--- config.mk ---
export PLATFORM = sky130hd
export DESIGN_NAME = mdu_flat
export DESIGN_NICKNAME = d
export VERILOG_FILES = /design/src/rtl/mdu_pkg.sv /design/src/rtl/mdu_if.sv /design/src/rtl/mdu_step.sv /design/src/rtl/mdu.sv /design/src/flat_wrapper.sv
export SDC_FILE = /design/constraint.sdc
export NUM_CORES = 1
export LEC_CHECK = 0
export BUFFER_PORTS_ARGS = -buffer_cell sky130_fd_sc_hd__buf_4
export CAP_MARGIN = 10
export CORE_MARGIN = 10
export CORE_UTILIZATION = 60
export DETAILED_ROUTE_END_ITERATION = 8
export PLACE_DENSITY = 0.78
export SETUP_SLACK_MARGIN = 0.3
export SKIP_CTS_REPAIR_TIMING = 1
export SLEW_MARGIN = 10
export SYNTH_ARGS = -nofsm -noshare
export SYNTH_HDL_FRONTEND = slang
export SYNTH_SLANG_ARGS = --single-unit
--- constraint.sdc ---
create_clock -name clk -period 3.6 [get_ports clk]
set_clock_uncertainty 0.2 [all_clocks]
set_input_delay 0.18 -clock clk [delete_from_list [all_inputs] [get_ports clk]]
set_output_delay 0.18 -clock clk [all_outputs]
set_load 0.1 [all_outputs]
--- src/rtl/mdu_pkg.sv ---
// Shared definitions for the multiply/divide unit: op encodings, FSM states, iteration default.
package mdu_pkg;

  localparam int unsigned ITER_DEFAULT = 32;

  // MDUCode encodings, shared with the instruction decoder.
  typedef enum logic [2:0] {
    OpNone  = 3'b000,
    OpMult  = 3'b001,
    OpMultu = 3'b010,
    OpDiv   = 3'b011,
    OpDivu  = 3'b100,
    OpMthi  = 3'b101,
    OpMtlo  = 3'b110
  } mdu_op_e;

  typedef enum logic [1:0] {
    StIdle,
    StMul,
    StDiv,
    StFix
  } mdu_state_e;

endpackage

--- src/rtl/mdu_if.sv ---
// Request/response bundle between the EX stage and the multiply/divide unit.
interface mdu_if;
  logic        start;
  logic [2:0]  MDUCode;
  logic [31:0] A;
  logic [31:0] B;
  logic        flush;
  logic        busy;
  logic        done;
  logic [31:0] HI;
  logic [31:0] LO;

  modport master (
    output start, MDUCode, A, B, flush,
    input  busy, done, HI, LO
  );

  modport slave (
    input  start, MDUCode, A, B, flush,
    output busy, done, HI, LO
  );
endinterface

--- src/rtl/mdu_step.sv ---
// One iteration of the mult/div datapath.
// Multiply: acc = {partial product, remaining multiplier}; add opnd when acc[0] set, shift right.
// Divide:   acc = {partial remainder, dividend/quotient}; shift left, trial-subtract opnd,
//           keep the difference only when it does not go negative.
module mdu_step (
  input  logic        is_div,
  input  logic [63:0] acc,
  input  logic [31:0] opnd,
  output logic [63:0] acc_next
);
  logic [32:0] sum;
  logic [32:0] rem_sh;
  logic [33:0] trial;
  logic [31:0] rem_new;
  logic        q_bit;

  // Compute both iteration flavours and select by mode.
  always_comb begin
    sum     = {1'b0, acc[63:32]} + {1'b0, (acc[0] ? opnd : 32'd0)};
    rem_sh  = {acc[63:32], acc[31]};
    trial   = {1'b0, rem_sh} - {2'b00, opnd};
    q_bit   = ~trial[33];
    // Remainder stays below the divisor (or equals a dividend prefix when dividing by zero),
    // so 32 bits always hold it.
    rem_new = q_bit ? trial[31:0] : rem_sh[31:0];
    if (is_div) begin
      acc_next = {rem_new, acc[30:0], q_bit};
    end else begin
      acc_next = {sum, acc[31:1]};
    end
  end
endmodule

--- src/rtl/mdu.sv ---
// Iterative multiply/divide unit holding HI/LO.
// Optional feature macro: MDU_SIGNED_EN enables signed mult/div (magnitude conversion + sign fix).
module mdu
  import mdu_pkg::*;
#(
  parameter int unsigned ITER = ITER_DEFAULT
) (
  input  logic clk,
  input  logic reset,
  mdu_if.slave bus
);
  localparam int unsigned CntW = $clog2(ITER + 1);
  localparam logic [CntW-1:0] LastCnt = CntW'(ITER - 1);

  mdu_state_e      state_q, state_d;
  logic [CntW-1:0] cnt_q, cnt_d;
  logic [63:0]     acc_q, acc_d, step_acc;
  logic [31:0]     opnd_q, opnd_d;
  logic            is_div_q, is_div_d;
  logic [31:0]     hi_q, hi_d, lo_q, lo_d;
  logic            done_q, done_d;
  logic [31:0]     mag_a, mag_b, fix_hi, fix_lo;
  logic            accept;
  mdu_op_e         op;

  assign op     = mdu_op_e'(bus.MDUCode);
  assign accept = bus.start && !bus.flush;

`ifdef MDU_SIGNED_EN
  logic        signed_op, neg_a, neg_b;
  logic        res_neg_q, rem_neg_q;
  logic [63:0] prod_fix;

  assign signed_op = (op == OpMult) || (op == OpDiv);
  assign neg_a     = signed_op & bus.A[31];
  assign neg_b     = signed_op & bus.B[31];
  assign mag_a     = neg_a ? (~bus.A + 32'd1) : bus.A;
  assign mag_b     = neg_b ? (~bus.B + 32'd1) : bus.B;

  // Sign flags captured with the operands; only consumed in FIX.
  always_ff @(posedge clk) begin
    if (reset) begin
      res_neg_q <= 1'b0;
      rem_neg_q <= 1'b0;
    end else if (state_q == StIdle && accept) begin
      res_neg_q <= neg_a ^ neg_b;
      rem_neg_q <= neg_a;
    end
  end

  assign prod_fix = res_neg_q ? (~acc_q + 64'd1) : acc_q;
  assign fix_hi   = is_div_q ? (rem_neg_q ? (~acc_q[63:32] + 32'd1) : acc_q[63:32])
                             : prod_fix[63:32];
  assign fix_lo   = is_div_q ? (res_neg_q ? (~acc_q[31:0] + 32'd1) : acc_q[31:0])
                             : prod_fix[31:0];
`else
  assign mag_a  = bus.A;
  assign mag_b  = bus.B;
  assign fix_hi = acc_q[63:32];
  assign fix_lo = acc_q[31:0];
`endif

  mdu_step u_step (
    .is_div   (state_q == StDiv),
    .acc      (acc_q),
    .opnd     (opnd_q),
    .acc_next (step_acc)
  );

  // Next-state logic: operation accept, iteration, result write-back, flush abort.
  always_comb begin
    state_d  = state_q;
    cnt_d    = cnt_q;
    acc_d    = acc_q;
    opnd_d   = opnd_q;
    is_div_d = is_div_q;
    hi_d     = hi_q;
    lo_d     = lo_q;
    done_d   = 1'b0;
    unique case (state_q)
      StIdle: begin
        if (accept) begin
          case (op)
            OpMult, OpMultu: begin
              acc_d    = {32'd0, mag_b};
              opnd_d   = mag_a;
              is_div_d = 1'b0;
              cnt_d    = '0;
              state_d  = StMul;
            end
            OpDiv, OpDivu: begin
              acc_d    = {32'd0, mag_a};
              opnd_d   = mag_b;
              is_div_d = 1'b1;
              cnt_d    = '0;
              state_d  = StDiv;
            end
            OpMthi:  hi_d = bus.A;
            OpMtlo:  lo_d = bus.A;
            default: ;
          endcase
        end
      end
      StMul, StDiv: begin
        acc_d = step_acc;
        cnt_d = cnt_q + CntW'(1);
        if (cnt_q == LastCnt) state_d = StFix;
      end
      StFix: begin
        hi_d    = fix_hi;
        lo_d    = fix_lo;
        done_d  = 1'b1;
        state_d = StIdle;
      end
      default: state_d = StIdle;
    endcase
    // Squash discards the in-flight op, including a pending FIX write.
    if (bus.flush && state_q != StIdle) begin
      state_d = StIdle;
      cnt_d   = '0;
      hi_d    = hi_q;
      lo_d    = lo_q;
      done_d  = 1'b0;
    end
  end

  // State and datapath registers.
  always_ff @(posedge clk) begin
    if (reset) begin
      state_q  <= StIdle;
      cnt_q    <= '0;
      acc_q    <= '0;
      opnd_q   <= '0;
      is_div_q <= 1'b0;
      hi_q     <= '0;
      lo_q     <= '0;
      done_q   <= 1'b0;
    end else begin
      state_q  <= state_d;
      cnt_q    <= cnt_d;
      acc_q    <= acc_d;
      opnd_q   <= opnd_d;
      is_div_q <= is_div_d;
      hi_q     <= hi_d;
      lo_q     <= lo_d;
      done_q   <= done_d;
    end
  end

  assign bus.busy = (state_q != StIdle);
  assign bus.done = done_q;
  assign bus.HI   = hi_q;
  assign bus.LO   = lo_q;
endmodule

--- src/flat_wrapper.sv ---
// flat-port wrapper written by rule: the top's interface ports become plain ports
module mdu_flat import mdu_pkg::*;
#(
  parameter int unsigned ITER = ITER_DEFAULT
)
  (clk, reset, bus_start, bus_MDUCode, bus_A, bus_B, bus_flush, bus_busy, bus_done, bus_HI, bus_LO);
  mdu_if bus_i ();
  input  logic clk;
  input  logic reset;
  input wire logic [$bits(bus_i.start)-1:0] bus_start;
  input wire logic [$bits(bus_i.MDUCode)-1:0] bus_MDUCode;
  input wire logic [$bits(bus_i.A)-1:0] bus_A;
  input wire logic [$bits(bus_i.B)-1:0] bus_B;
  input wire logic [$bits(bus_i.flush)-1:0] bus_flush;
  output wire logic [$bits(bus_i.busy)-1:0] bus_busy;
  output wire logic [$bits(bus_i.done)-1:0] bus_done;
  output wire logic [$bits(bus_i.HI)-1:0] bus_HI;
  output wire logic [$bits(bus_i.LO)-1:0] bus_LO;
  assign bus_i.start = bus_start;
  assign bus_i.MDUCode = bus_MDUCode;
  assign bus_i.A = bus_A;
  assign bus_i.B = bus_B;
  assign bus_i.flush = bus_flush;
  assign bus_busy = bus_i.busy;
  assign bus_done = bus_i.done;
  assign bus_HI = bus_i.HI;
  assign bus_LO = bus_i.LO;
  mdu #(.ITER(ITER)) u_core (.clk(clk), .reset(reset), .bus(bus_i));
endmodule
Word-level counts from Yosys, hierarchy flattened

Cells that the tools add are included.

Register bits: 169
Input port bits: 71
Output and inout port bits: 66
Logic and storage cells: 68

$add $sub $neg: 3
Equality and inequality tests: 16
Mux-type cells: 21
Bitwise operators: 2
Reduce and logical (&&, ||, !) cells: 19

Operators with widths:

| operator                                                               | number |
|---|---|
| 64-bit one-hot mux with 2 select lines                                 | 2 |
| 32-bit two-way mux                                                     | 6 |
| 32-bit one-hot mux with 2 select lines                                 | 3 |
| 64-bit two-way mux                                                     | 2 |
| 33-bit by 32-bit subtractor with 34-bit output                         | 1 |
| 32-bit by 32-bit adder with 33-bit output                              | 1 |
| 6-bit two-way mux                                                      | 2 |
| 6-bit one-hot mux with 2 select lines                                  | 1 |
| 3-bit AND reduction                                                    | 4 |
| 3-bit equality test (second input constant)                            | 3 |
| 4-bit AND reduction                                                    | 2 |
| 2-bit nonzero test                                                     | 4 |
| 2-bit OR reduction                                                     | 4 |
| 6-bit by 1-bit adder with 6-bit output (second input constant)         | 1 |
| 3-bit by 2-bit equality test with 1-bit output (second input constant) | 2 |
| 6-bit by 5-bit equality test with 1-bit output (second input constant) | 1 |
| 2-bit != test (second input constant)                                  | 3 |
| 2-bit one-hot mux with 3 select lines                                  | 1 |
| 2-bit equality test (second input constant)                            | 2 |
| 2-bit two-way mux                                                      | 2 |
| 2-bit by 1-bit != test with 1-bit output (second input constant)       | 2 |
| 2-bit one-hot mux with 2 select lines                                  | 1 |
| 4-bit OR reduction                                                     | 1 |
| 3-bit by 1-bit equality test with 1-bit output (second input constant) | 1 |
| 7 further kinds                                                        | 9 |

Logic depth before layout (Yosys ltp)

Gate-level depths: netlist of the first run.

Word-level depth: 5
Mapped depth: 14
Gate-level depth less buffers: 13

Cells and area by module

A second synthesis of the first run with hierarchy kept.

Cells, all modules: 1,544
Area total of the unflattened synthesis: 12,494.5 um^2

Modules (own cells, without submodules):

| module   | times used | cells each | area an instance (um^2) |
|---|---|---|---|
| mdu      | 1          | 865        | 7,978.9 |
| mdu_step | 1          | 679        | 4,515.6 |

Least setup slack after synthesis of the first run

No wires, ideal clock.

Path kind: flip-flop to flip-flop
From: register u_core.acc_q[31]
To: register u_core.acc_q[54]
Data arrival time: 2.803 ns
Setup slack: 0.475 ns
Stages on the path, launching flop included: 14
Path buffers: 0
Period minus slack after synthesis: 3.125 ns
Cells stage by stage: dfxtp_1 > inv_1 > ha_1 > inv_1 > fa_1 > a21oi_1 > nor2_1 > or4b_1 > a31o_1 > and2_4 > a41oi_4 > xor2_1 > o21ai_1 > a221o_1

Longest elaborated chain between the ends: 4

RTL lines:

| what                                           | RTL line       | text |
|---|---|---|
| start, declared                                | mdu.sv:17      | `logic [63:0] acc_q, acc_d, step_acc;` |
| start signal, assigned                         | mdu.sv:132     | `acc_q <= '0;` |
| start signal, assigned                         | mdu.sv:141     | `acc_q <= acc_d;` |
| 33-bit by 32-bit subtractor with 34-bit output | mdu_step.sv:21 | `trial = {1'b0, rem_sh} - {2'b00, opnd};` |
| 32-bit two-way mux                             | mdu_step.sv:25 | `rem_new = q_bit ? trial[31:0] : rem_sh[31:0];` |
| 64-bit two-way mux                             | mdu_step.sv:26 | `if (is_div) begin` |
| 64-bit one-hot mux with 2 select lines         | mdu.sv:80      | `unique case (state_q)` |

Every way passes these cells.
A chain may end at the register's enable or synchronous reset.

Worst setup path after layout of the first run

From: register u_core.acc_q[0]
To: register u_core.acc_q[60]

Longest elaborated chain between the ends: 4

RTL lines:

| what                                      | RTL line       | text |
|---|---|---|
| 32-bit two-way mux                        | mdu_step.sv:19 | `sum = {1'b0, acc[63:32]} + {1'b0, (acc[0] ? opnd : 32'd0)};` |
| 32-bit by 32-bit adder with 33-bit output | mdu_step.sv:19 |  |
| 64-bit two-way mux                        | mdu_step.sv:26 |  |
| 64-bit one-hot mux with 2 select lines    | mdu.sv:80      |  |

Every way passes these cells.

==> reports/metrics.cfg, run 1 <==
[run_status]
status = complete, no violations

[placement]
portBuffers = 136
gp_congestion = 0.939
hpwl_um = 28600
placed_cells = 1892

[grt]
antenna_found_initial = 1
grt_max_degree = 97
grt.overflow.total = 0
grt_pass1_wl_um = 61600
grt.total_usage_pct = 28.9
grt_pass1_vias = 11366

[pwr]
sw_frac_of_total_pct = 48.1
cellLeakagePower_nw = 6.10
ir_drop_mv = 0.825
intPower_w = 0.00484
power_frac_comb_pct = 51.9
power.total_w = 0.00931
p_clk_share_pct = 20.3
powerDensity_mw_per_mm2 = 621
p_sw_w = 0.00447
power.share.sequential_pct = 27.8

[detailed_routing]
viasPerCell = 6.34
routed_wl_um = 41300
wl_per_cell_um = 20.5
ant_nets = 0
dr.pass1.iters = 6
drc_errors = 0
drt_iter0_drc = 1625
vias = 12758

[yosys]
synth-main-ff-cell = dfxtp_1
yosys.area.top_type = dfxtp_1
synth-edff-count = 0
synthCells = 1555
syn_area_mm2 = 0.0119
netlist_top_cells_area = dfxtp_1 28%, a211oi_1 8.8%, ha_1 7.2%, a21oi_1 6.7%, nor2_1 5.6%
synth.most_common_cell = nor2_1
ys_warn_count = 0
ys_seq_elements = 169
synthArstFlopShare_pct = 0
synth.distinct_cells = 76
syn_avg_cell_area_um2 = 7.64
postSynthNetCount = 1696
synth_top_area_share_pct = 28.5
ys_seq_area_share_pct = 28.5
synth_common_cells = 176 x nor2_1, 169 x dfxtp_1, 159 x a21oi_1

[cells_and_area]
final_nets = 1873
area_delta_synth_final_pct = 26.1
post_route_cells_drive_above_1_share_pct = 17.7
final_cells = 2011
fill_cells = 1462
final_util_pct = 77.0

[timing]
worst_pin_slew_ns = 1.08
slew_headroom_pct = 28.0
min_period_over_period_pct = 92.3
finalSetupViolations = 0
drv_slew = 0
holdWs_ns = 0.0230
finalHoldViolations = 0
fmax_mhz = 301
rsz0062_at_grt = true
period_needed_ns = 3.32

[worst_setup_path]
cp_cell_sequence = buf_12 > and2_1 > ha_1 > o21ai_0 > o21ai_1 > nand4_1 > a21oi_2 > nor4bb_1 > buf_4 > o31ai_2 > nor2_1 > a22oi_1 > o221ai_1
start_kind = flip-flop
endpoint_kind = flip-flop
path_class = reg2reg
critPathSlowestCell = dfxtp_4
cp.arrival_ns = 3.43
crit_path_max_fanout = 16
crit_required_ns = 3.71
slowest_delay_ns = 0.38

[die]
die_area_mm2 = 0.0258
die_h_um = 161
coreArea_mm2 = 0.0195
top_level_ports = 137
start_util_pct = 61.1
die_w_um = 161
rows = 51

[clock_network]
cts_tree = yes
clkTransAtPathRegs_ns = 0.08
clockBufferDepth = 2
cts_buffers = 17
clockRootBuffer = clkbuf_16
cts_sinks = 169
clock_latency_ns = 0.44
htree_levels = 4

[run]
max_cap_violations = 0

[min_path]
hp-class = in2reg

==> layout make-up <==
class / instances / area (um2) / area share [%]
repair buffers: 266 / 2280 / 15.2
diodes: 1 / 2.50 / 0.0167
clock buffers: 18 / 439 / 2.93
flip-flops and latches: 169 / 3400 / 22.7
multi-input cells: 1220 / 8170 / 54.5
clock inverters: 14 / 148 / 0.985
well taps: 265 / 332 / 2.21
inverters: 58 / 218 / 1.45
==> critical path, delay by kind of cell, from the launching register on <==
family / cells / cell delay, ns
buffers and inverters: 2 / 0.31
adder cells (fa/ha/maj): 1 / 0.34
AO/OA/AOI/OAI: 6 / 1.44
flip-flops: 1 / 0.38
AND/OR/NAND/NOR: 4 / 0.52
==> flip-flops by register name (all words and copies together) (netlist names) <==
| register | cells |
|---|---|
| u_core.acc_q | 64 |
| u_core.bus.HI | 32 |
| u_core.bus.LO | 32 |
| u_core.opnd_q | 32 |
| u_core.cnt_q | 6 |
| u_core.state_q | 2 |
| u_core.bus.done | 1 |
==> power by group through the flow <==
| stage | Sequential [W] | Clock [W] | Combinational, W |
|---|---|---|---|
| 2_1_floorplan | 0.00346 | 0 | 0.00236 |
| 3_3_place_gp | 0.00258 | 0 | 0.00433 |
| 3_5_place_dp | 0.00259 | 0 | 0.00438 |
| 4_1_cts | 0.00255 | 0.00188 | 0.00442 |
| 5_1_grt | 0.00263 | 0.00195 | 0.00516 |
| 6_report | 0.00259 | 0.00189 | 0.00483 |
==> through the flow <==
stage	instance area, um2	setup TNS [ns]	setup slack, ns
2_1_floorplan	11900	0	0.475
3_3_place_gp	13300	0	0.0754
3_5_place_dp	13300	0	0.00241
4_1_cts	13900	-0.00957	-0.00957
5_1_grt	15000	0	0.196
6_report	15000	0	0.278
==> metal layers <==
| metal | GRT usage, % | up-vias | part of all wire (%) |
|---|---|---|---|
| met5 | 0 | - | 0 |
| met4 | 6.82 | 0 | 2.0 |
| met3 | 5.83 | 89 | 10 |
| met2 | 42.6 | 643 | 43 |
| met1 | 42.2 | 6005 | 44 |
| li1 | - | 6021 | - |
==> final timing paths <==
check / from / end / slack [ns] / depth (start not counted)
worst max-delay path: u_core.acc_q[0] / u_core.acc_q[60] / 0.28 / 13
worst min-delay path: reset / u_core.acc_q[18] / 0.02 / 2
worst max register to register: u_core.acc_q[0] / u_core.acc_q[60] / 0.28 / 13
worst min register to register: u_core.cnt_q[1] / u_core.cnt_q[1] / 0.29 / 2
==> logic make-up after synthesis <==
kind of cell / Yosys count / synth area share (%)
xor gates and xnor gates: 49 / 3.61
buffers and inverters: 167 / 5.59
muxes: 38 / 3.21
adders and majority gates: 70 / 7.50
DFF: 169 / 28.5
AOI/OAI and AO/OA: 547 / 31.2
and+or+nand+nor: 515 / 20.4
==> placed cells by master (no fill, tap or decap), types with 37 or more instances in the layout <==
cell type	instances
buf_4	191
nor2_1	173
dfxtp_1	160
a21oi_1	157
nand2_1	140
a211oi_1	137
and2_1	68
dlygate4sd3_1	64
inv_1	57
ha_1	53
o21ai_0	45
nor2b_1	43
mux2i_1	37
(Power assumes the default switching activity.)
==> inputs of run 2 (changes only) <==
--- a/config.mk
+++ b/config.mk
@@ -5,7 +5,7 @@
 export SDC_FILE = /design/constraint.sdc
 export NUM_CORES = 1
 export LEC_CHECK = 0
-export BUFFER_PORTS_ARGS = -buffer_cell sky130_fd_sc_hd__buf_4
+export BUFFER_PORTS_ARGS = -buffer_cell sky130_fd_sc_hd__buf_2
 export CAP_MARGIN = 10
 export CORE_MARGIN = 10
 export CORE_UTILIZATION = 60
==> run 2 against run 1 <==
Effect of this change:
- critical path depth unchanged
- first-iteration DRC count up 1.7%
- power down 1.6%
- register-to-register slack worse by 0.05 ns
- sequential power about the same
- combinational power down 2%
- routed wire length up 0.77%
- die area unchanged
- maximum frequency down 1.5%
- clock-buffer cell count up 1
- final cell count up 0.20%
- critical endpoint is now u_core.acc_q[54]
- highest routed layer unchanged
==> reports/metrics.cfg, run 2 (synthesized netlist as in run 1, its figures left out) <==
[cells_and_area]
final_cell_mix = 172 x nor2_1, 161 x dfxtp_1, 156 x a21oi_1, 140 x nand2_1, 136 x a211oi_1
diodes = 0
multiInputGateArea_mm2 = 0.00819
area_delta_synth_final_pct = 23.4
layout_commonest_cell = nor2_1
final_nets = 1878
seqCellArea_mm2 = 0.00340
post_route_cells_drive_above_1_share_pct = 18.0
top_register = u_core.acc_q
final_cells = 2015
largest_reg_flops = 64
fill_cells = 1460

[grt]
grt_pass1_vias = 11487
antenna_found_initial = 0
grt.total_usage_pct = 29.3
grt.overflow.total = 0
grt_max_degree = 62
grt_pass1_wl_um = 62200

[clock_network]
cts_sinks = 169
clkTransAtPathRegs_ns = 0.07
cts_tree = yes
htree_levels = 4
cts_buffers = 17
clock_latency_ns = 0.44
clockBufferDepth = 2
clockRootBuffer = clkbuf_16

[worst_setup_path]
cp.arrival_ns = 3.49
start_kind = flip-flop
crit_path_max_fanout = 4
path_class = reg2reg
crit_required_ns = 3.72
endpoint_kind = flip-flop

[detailed_routing]
ant_nets = 0
drc_errors = 0
viasPerCell = 6.36
vias = 12821
dr.pass1.iters = 8
drt_iter0_drc = 1652
wl_per_cell_um = 20.7
routed_wl_um = 41600

[pwr]
powerDensity_mw_per_mm2 = 625
ir_drop_mv = 0.617
cellLeakagePower_nw = 6.08

[die]
start_util_pct = 61.1
die_w_um = 161
rows = 51
top_level_ports = 137
coreArea_mm2 = 0.0195
die_area_mm2 = 0.0258
die_h_um = 161

[timing]
worst_pin_slew_ns = 0.812
finalSetupViolations = 0
holdWs_ns = 0.00543
slew_headroom_pct = 45.8
finalHoldViolations = 0
min_period_over_period_pct = 93.7
tns_ns = 0
fmax_mhz = 297
drv_slew = 0
rsz0062_at_grt = true
period_needed_ns = 3.37
worst_slack_ns = 0.227

[run]
max_cap_violations = 0

[min_path]
hp-class = in2reg

[run_status]
status = complete, no violations

[placement]
placed_cells = 1899
hpwl_um = 29300
gp_congestion = 0.933
portBuffers = 136
place_worst_setup_slack_ns = 0.0396

-- run 2: layer usage --
layer	vias up	GRT usage (%)	wire [um]
li1	6024	-	-
met1	6010	40.9	17500
met2	702	43.9	18700
met3	85	7.46	4700
met4	0	7.36	794
met5	-	0	0
-- run 2: path summary, 6_finish.rpt --
| check | startpoint | endpoint | slack, ns | cells after the start |
|---|---|---|---|---|
| max | u_core.acc_q[31] | u_core.acc_q[54] | 0.23 | 13 |
| min reg2reg | u_core.cnt_q[1] | u_core.cnt_q[1] | 0.28 | 2 |
| min | bus_flush | u_core.bus.LO[0] | 0.005 | 4 |
| max reg2reg | u_core.acc_q[31] | u_core.acc_q[54] | 0.23 | 13 |
-- run 2: layout make-up --
type / count / area share [%]
well taps: 265 / 2.26
inverters: 58 / 1.49
multi-input cells: 1219 / 55.8
flip-flops and latches: 169 / 23.2
clock buffers: 19 / 3.02
repair buffers: 272 / 13.4
clock inverters: 13 / 0.862
-- run 2: worst max-delay path, stage by stage, from the launching register on --
cell     delay (ns)
dfxtp_4        0.36
inv_2          0.07
ha_4           0.13
inv_2          0.04
fa_2           0.42
a21oi_4        0.20
nor2_2         0.06
or4b_4         0.52
a31o_4         0.26
and2_4         0.15
a41oi_4        0.20
xor2_1         0.17
o21ai_1        0.11
a221o_1        0.35
-- run 2: per-stage QoR --
step / total power (W) / utilization [%] / area [um2]
after floorplan: 0.00582 / - / 11900
after global placement: 0.00682 / 66.6 / 13000
after detailed placement: 0.00687 / 66.6 / 13000
after CTS: 0.00870 / 69.5 / 13500
after global routing: 0.00960 / 75.3 / 14700
final: 0.00916 / 75.3 / 14700
-- run 2: power breakdown --
part,internal (W),switching (W),leakage (nW)
clock,0.000936,0.000897,0.274
sequential,0.00223,0.000339,1.38
combinational,0.00157,0.00319,4.42
